--- src/rtl/vector_sequencer_pkg.sv ---
// Shared definitions for the vector sequencer: widths, state encoding, table entry
// layout and the reset-time stimulus table.
package vector_sequencer_pkg;

  localparam int VEC_W = 4;
  localparam int IDX_W = 3;
  localparam int N_ENT = 8;

  typedef enum logic [1:0] {S_IDLE, S_APPLY, S_SAMPLE, S_FINISH} state_t;

  typedef struct packed {
    logic [VEC_W-1:0] vec;
    logic             exp;
  } entry_t;

  // Expected values follow the reference response ~c | ~d | (a & ~b) on {a,b,c,d}
  function automatic entry_t def_entry(input logic [IDX_W-1:0] i);
    case (i)
      3'd0:    def_entry = '{vec: 4'b0000, exp: 1'b1};
      3'd1:    def_entry = '{vec: 4'b0001, exp: 1'b1};
      3'd2:    def_entry = '{vec: 4'b0011, exp: 1'b0};
      3'd3:    def_entry = '{vec: 4'b0110, exp: 1'b1};
      3'd4:    def_entry = '{vec: 4'b1001, exp: 1'b1};
      3'd5:    def_entry = '{vec: 4'b1111, exp: 1'b0};
      3'd6:    def_entry = '{vec: 4'b1101, exp: 1'b1};
      default: def_entry = '{vec: 4'b1000, exp: 1'b1};
    endcase
  endfunction

endpackage

--- src/rtl/vector_sequencer_hold_counter.sv ---
// Loadable down-counter with a zero flag; paces how long each vector stays on the bus.
module hold_counter #(
  parameter int W = 8
) (
  input  logic         clk,
  input  logic         rst,
  input  logic         load,
  input  logic [W-1:0] load_val,
  input  logic         dec,
  output logic         zero
);

  logic [W-1:0] cnt;

  always_ff @(posedge clk) begin
    if (rst)                   cnt <= '0;
    else if (load)             cnt <= load_val;
    else if (dec && cnt != '0) cnt <= cnt - 1'b1;
  end

  assign zero = (cnt == '0);

endmodule

--- src/rtl/vector_sequencer.sv ---
// Steps through an 8-entry stimulus table, holds each vector for HOLD_CYCLES,
// then samples the downstream response and tallies mismatches.
module vector_sequencer
  import vector_sequencer_pkg::*;
#(
  parameter int HOLD_CYCLES = 100,
  parameter int NUM_VEC     = 8
) (
  input  logic             clk,
  input  logic             rst,
  input  logic             start,
  input  logic             wr_en,
  input  logic [IDX_W-1:0] wr_addr,
  input  logic [VEC_W-1:0] wr_vec,
  input  logic             wr_exp,
  input  logic             dut_out,
  output logic [VEC_W-1:0] vec,
  output logic             busy,
  output logic             done,
  output logic [3:0]       err_count,
  output logic [IDX_W-1:0] first_err,
  output logic             pass
);

  localparam logic [IDX_W-1:0] LAST = IDX_W'(NUM_VEC - 1);
  localparam logic [7:0]       HOLD_LD = 8'(HOLD_CYCLES - 1);

  state_t           state, state_nxt;
  entry_t           tbl [N_ENT];
  logic [IDX_W-1:0] idx;
  logic             wr_ok, hold_zero, cnt_load;
  logic [VEC_W-1:0] first_vec;

  assign wr_ok = wr_en && (state == S_IDLE);
  // A write to entry 0 in the start cycle must reach the bus on that same edge
  assign first_vec = (wr_ok && wr_addr == '0) ? wr_vec : tbl[0].vec;
  assign cnt_load  = (state == S_IDLE && start) || (state == S_SAMPLE && idx != LAST);

  hold_counter #(.W(8)) u_hold (
    .clk      (clk),
    .rst      (rst),
    .load     (cnt_load),
    .load_val (HOLD_LD),
    .dec      (state == S_APPLY),
    .zero     (hold_zero)
  );

  always_ff @(posedge clk) begin
    if (rst) state <= S_IDLE;
    else     state <= state_nxt;
  end

  always_comb begin
    state_nxt = state;
    case (state)
      S_IDLE:   if (start) state_nxt = S_APPLY;
      S_APPLY:  if (hold_zero) state_nxt = S_SAMPLE;
      S_SAMPLE: state_nxt = (idx == LAST) ? S_FINISH : S_APPLY;
      default:  state_nxt = S_IDLE;
    endcase
  end

  always_comb begin
    busy = (state != S_IDLE);
    done = (state == S_FINISH);
  end

  always_ff @(posedge clk) begin
    if (rst) begin
      for (int i = 0; i < N_ENT; i++) tbl[i] <= def_entry(IDX_W'(i));
    end else if (wr_ok) begin
      tbl[wr_addr] <= '{vec: wr_vec, exp: wr_exp};
    end
  end

  always_ff @(posedge clk) begin
    if (rst) begin
      vec       <= '0;
      idx       <= '0;
      err_count <= '0;
      first_err <= '0;
      pass      <= 1'b0;
    end else begin
      case (state)
        S_IDLE: if (start) begin
          vec       <= first_vec;
          idx       <= '0;
          err_count <= '0;
          first_err <= '0;
          pass      <= 1'b0;
        end
        S_SAMPLE: begin
          if (dut_out != tbl[idx].exp) begin
            if (err_count != 4'hf) err_count <= err_count + 4'd1;
            if (err_count == '0)   first_err <= idx;
          end
          if (idx != LAST) begin
            idx <= idx + 1'b1;
            vec <= tbl[idx + 1'b1].vec;
          end
        end
        S_FINISH: begin
          pass <= (err_count == '0);
          vec  <= '0;
        end
        default: ;
      endcase
    end
  end

endmodule

--- config.mk ---
export PLATFORM = sky130hd
export DESIGN_NAME = vector_sequencer
export DESIGN_NICKNAME = d
export VERILOG_FILES = /design/src/rtl/vector_sequencer_pkg.sv /design/src/rtl/vector_sequencer_hold_counter.sv /design/src/rtl/vector_sequencer.sv
export SDC_FILE = /design/constraint.sdc
export NUM_CORES = 1
export LEC_CHECK = 0
export ABC_AREA = 1
export CAP_MARGIN = 40
export CORE_ASPECT_RATIO = 1.1
export CORE_UTILIZATION = 50
export DETAILED_ROUTE_END_ITERATION = 8
export PLACE_DENSITY_LB_ADDON = 0.1
export SETUP_SLACK_MARGIN = 0.15
export SLEW_MARGIN = 0
export SYNTH_ARGS = -nofsm -noshare
export SYNTH_HDL_FRONTEND = slang
export SYNTH_HIERARCHICAL = 1
export SYNTH_SLANG_ARGS = --single-unit
--- constraint.sdc ---
create_clock -name clk -period 5.33 [get_ports clk]
set_clock_uncertainty 0.15 [all_clocks]
set_input_delay 0.7995 -clock clk [delete_from_list [all_inputs] [get_ports clk]]
set_output_delay 0.7995 -clock clk [all_outputs]
set_load 0.01 [all_outputs]
==> results of run 1 <==
## metal layers
layer | routed length [um] | share of wire (%) | vias to the layer above | global-route usage, %
li1 | - | - | 1545 | -
met1 | 3573 | 46 | 1367 | 29.16
met2 | 3724 | 48 | 57 | 36.13
met3 | 282 | 3.6 | 15 | 3.636
met4 | 183 | 2.4 | 0 | 10.63
met5 | 0 | 0 | - | 0
## layout by cell type (no fill, tap or decap), types with 11 or more instances in the layout
master and count:
clkdlybuf4s50_1 26, inv_1 63, nor2_1 71, dfxtp_1 28, nand3_1 29, a21oi_1 24
o21ai_0 29, ha_1 11, edfxtp_1 40, nand2_1 111
## cells in the mapped netlist, types with 2 or more instances
master | n | area [sq um]
nand2_1 | 111 | 416.7
nor2_1 | 71 | 266.5
inv_1 | 63 | 236.5
edfxtp_1 | 40 | 1201
nand3_1 | 29 | 145.1
o21ai_0 | 29 | 145.1
dfxtp_1 | 28 | 560.5
a21oi_1 | 24 | 120.1
ha_1 | 11 | 137.6
nand2_2 | 5 | 31.28
a31oi_1 | 4 | 25.02
clkbuf_1 | 4 | 15.01
o211ai_1 | 4 | 30.03
o22ai_1 | 4 | 25.02
inv_2 | 3 | 11.26
nand3_2 | 3 | 30.03
nand4_1 | 3 | 18.77
buf_4 | 2 | 15.01
buf_6 | 2 | 22.52
conb_1 | 2 | 7.510
nand2_4 | 2 | 22.52
## worst paths after layout
path / endpoint / from / slack (ns)
worst max-delay path: tbl[6][0]$_SDFFCE_PN1P_ / rst / 2.25
worst min-delay path: pass$_SDFFE_PP0P_ / pass$_SDFFE_PP0P_ / 0.34
worst max register to register: u_hold/cnt[7]$_SDFFE_PP0P_ / state[0]$_SDFFE_PP0P_ / 2.66
worst min register to register: pass$_SDFFE_PP0P_ / pass$_SDFFE_PP0P_ / 0.34
## registers in the layout, summed over array words and instances (netlist names), named ones only
register,cells
tbl,40
u_hold/cnt,8
err_count,4
vec,4
first_err,3
idx,3
state,2
pass,1
## area by class of cell
cell class / instances / area, sq um
fillers: 663 / 2859
flip-flops and latches: 68 / 1762
multi-input cells: 320 / 1551
repair buffers: 26 / 260.3
inverters: 67 / 252.7
clock buffers: 9 / 123.9
well taps: 85 / 106.4
clock inverters: 7 / 91.34
## critical path, stage by stage
cell             delay (ns)
clkdlybuf4s50_1        0.64
inv_1                  0.69
nand2_1                0.21
nor2_1                 0.32
inv_1                  0.11
nand2_1                0.18
## power by group
group,total [mW],leakage [nW],switching (mW),internal [mW]
logic,0.703,1.05,0.429,0.274
registers,0.700,0.572,0.0747,0.625
clock network,0.462,0.111,0.201,0.262
## cells by family (layout without fill, tap and decap cells)
logic type               Yosys count  count (layout)  synth area share [%]
adder cells (fa/ha/maj)           11              11                 3.822
other                              2               8                0.2086
buffers and inverters             76             109                 8.617
AO/OA/AOI/OAI                     71              71                 11.40
flip-flops                        68              68                 48.92
XOR/XNOR                           1               1                0.2433
AND/OR/NAND/NOR                  229             229                 26.79
==> run metrics, run 1 <==
period utilization=57.86%; clock tree buffer depth=2; Mapped Cells=458; number of diodes=0; iteration-0 DRC count of the detailed router=148; Net count, final=516; post-layout util=59.20%; Core ar.=7007 sq um; clk_lat worst skew=0.34 ns; Setup CP Type=input pin to flip-flop; prevailing post-synth register cell=edfxtp_1; # rows=32; DR vias=2984; CTS hold repair buffers=0; placed insts=566; max-slew violation count=0; Place WS=1.876 ns; Final Setup Violations=0; Final ANT Viol Nets=0; port bufs=26; Post-synth EDFFs=40; pwr dens=449.6 nW/um^2; share of layout cells above drive strength 1=6.640%; vias in the first global route=2843; Placer Congestion=0.7989; Startpoint Class=input pin; FFs w/ async S/R, synth=0%; min Tclk post-route=3.084 ns; CP Max Fanout=21; Post-CTS Setup Inserts=0; mapped cell area=3601 sq um; Max-Cap Viols=0; sequential fraction of the synthesis area=48.92%; Final Hold Viols=0; TritonCTS Sinks=68; TritonCTS clock tree=yes; Min-Delay Path Class=flip-flop to flip-flop; DRT Pass-1 Iters=6; critical path arrival=2.96 ns; syn avg cell area=7.862 sq um; Yosys Warn Count=6; Worst-Margin Slew=0.8193 ns; Worst EP required=5.21 ns; Die Wd=82.92 um; area grow syn2layout=15.18%; DP Area=3933 sq um; largest net degree at the start of global routing=26; count of different cell masters after synthesis=35; CTS Buf Count=9; Final WS setup=2.246 ns; status=finished, final reports clean; total wire length=7764 um; first-pass GRT wire length=13190 um; initial antenna violation count=0; WL per Instance=13.34 um; hold_ws=0.3426 ns; drc violations=0; die area=7546 sq um; CTS Root Cell=clkbuf_8; R2R depth=10; Tot Pwr=1.865 mW; Die Y=91.01 um; Design Area, Final=4148 sq um; H-tree depth=3; fmax=324.3 MHz; Initial Utilization=51.39%; hold depth=2; num ports=27; clock transition at the registers of the reported paths=0.07 ns; Non-Filler Instances=582; Total GRT Usage=22.31%; Max transition margin=45.31%; CP Capture Type=flip-flop; setup TNS=0 ns; post-CTS sizing=0; worst vdd ir=227.4 uV; RSZ-0062 raised after global routing=no; post-detail-place hpwl=5590 um; gr ovfl total=0; DR vias/cell=5.127; Static Leakage=1.729 nW; #FFs+latches synth=68
Note: power is estimated with default switching activity, not from simulation.
==> run 2, diff against run 1 <==
==> constraint.sdc (replaced) <==
create_clock -name clk -period 2.6 [get_ports clk]
set_clock_uncertainty 0.15 [all_clocks]
set_input_delay 0.39 -clock clk [delete_from_list [all_inputs] [get_ports clk]]
set_output_delay 0.39 -clock clk [all_outputs]
set_load 0.01 [all_outputs]
==> run 2 against run 1 <==
  * Global-route usage fell by 0.057 points
  * Non-clock buffer count rose by 5
  * Worst hold slack got worse by 0.0059 ns
  * Wire length rose by 1.1%
  * Critical path depth fell by 2
  * Sequential share of layout area fell by 0.20 points
  * First-iteration DRC count fell by 18%
  * Worst setup slack got worse by 2.0 ns
  * Critical path type is now flip-flop to primary output
  * Highest routed layer unchanged
==> run metrics, run 2 (synthesized netlist as in run 1, its figures left out) <==
status=finished, final reports clean; CP Capture Type=primary output; CTS hold repair buffers=0; Post-CTS Setup Inserts=0; Fill cells=617; CTS Buf Count=9; post-layout util=59.48%; pwr dens=907.3 nW/um^2; Tot Pwr=3.781 mW; Initial Utilization=51.39%; Core ar.=7007 sq um; DP Area=3970 sq um; # rows=32; max-slew violation count=0; RSZ-0062 raised after global routing=no; Net count, final=521; first-pass GRT wire length=13010 um; Final Setup Violations=0; Die Y=91.01 um; H-tree depth=3; DR vias/cell=5.198; CTS Root Cell=clkbuf_8; commonest non-fill, non-tap cell in the layout=nand2_1; clock tree buffer depth=2; DRT Pass-1 Iters=8; Final ANT Viol Nets=0; CP Max Fanout=6; TritonCTS clock tree=yes; drc violations=0; clock transition at the registers of the reported paths=0.07 ns; WL per Instance=13.37 um; area grow syn2layout=15.74%; Static Leakage=1.740 nW; Design Area, Final=4168 sq um; R2R Setup Slk=0.43 ns; max reg flops=40; port bufs=26; DR vias=3051; die area=7546 sq um; commonest non-fill, non-tap cells in the layout=111 x nand2_1, 71 x nor2_1, 63 x inv_1, 40 x edfxtp_1; share of layout cells above drive strength 1=7.769%; total wire length=7846 um; Setup CP Type=flip-flop to primary output; gr ovfl total=0; hold_ws=0.3368 ns; post-detail-place hpwl=5715 um; Die Wd=82.92 um; initial antenna violation count=0; largest register by flop count=tbl; fmax=432.0 MHz; TritonCTS Sinks=68; clk_lat worst skew=0.35 ns; critical path arrival=1.77 ns; iteration-0 DRC count of the detailed router=122; Total GRT Usage=22.25%; min Tclk post-route=2.315 ns; leading registers by flop count=tbl: 40 flops, u_hold/cnt: 8 flops; setup TNS=0 ns; largest net degree at the start of global routing=25; post-CTS sizing=0; Worst EP required=2.06 ns; Max-Cap Viols=0; Startpoint Class=flip-flop; worst vdd ir=522.7 uV; Min-Delay Path Class=flip-flop to flip-flop; number of diodes=0; num ports=27; vias in the first global route=2847; Placer Congestion=0.8302; period utilization=89.03%; Final Hold Viols=0
run 2: changes by cell type in the layout (fill, tap and decap cells not counted), sizes merged:
cell	change
buf	+5
bufinv	-1
clkinv	-3
clkinvlp	+2
inv	+2
run 2: worst paths after layout:
kind	cells past startpoint	from	to
worst max-delay path	4	state[0]$_SDFFE_PP0P_	busy
worst max register to register	10	state[0]$_SDFFE_PP0P_	tbl[3][0]$_SDFFCE_PN1P_
worst min-delay path	2	pass$_SDFFE_PP0P_	pass$_SDFFE_PP0P_
worst min register to register	2	pass$_SDFFE_PP0P_	pass$_SDFFE_PP0P_
run 2: final cells by class:
type / instances / area [sq um] / share of cell area [%]
sequential: 68 / 1762 / 42.27
multi-input combinational: 320 / 1551 / 37.23
timing repair buffer: 31 / 297.8 / 7.145
inverter: 67 / 252.7 / 6.064
clock buffer: 9 / 123.9 / 2.972
tap: 85 / 106.4 / 2.552
clock inverter: 7 / 73.82 / 1.771
run 2: critical path, cell delays in order, from the launching register on:
cell             delay [ns]
dfxtp_1                0.43
inv_1                  0.11
ha_1                   0.23
inv_1                  0.11
clkdlybuf4s50_1        0.54
run 2: power by group:
| part | internal [mW] | switching, mW |
|---|---|---|
| clock network | 0.447 | 0.425 |
| registers | 1.28 | 0.125 |
| logic | 0.583 | 0.920 |
| total | 2.31 | 1.47 |
run 2: layer usage:
metal / wire [um] / share of wire, % / track usage (%) / vias up
met3: 300 / 3.8 / 4.000 / 14
met5: 0 / 0 / 0 / -
li1: - / - / - / 1551
met1: 3472 / 44 / 26.76 / 1421
met2: 3938 / 50 / 39.41 / 65
met4: 134 / 1.7 / 8.621 / 0
run 2: stage by stage:
step                instances  setup slack (ns)
floorplan                 464            0.5137
global placement          571            0.3296
detailed placement        571            0.3176
CTS                       587            0.2841
global route              587            0.1971
finish                    587            0.2853
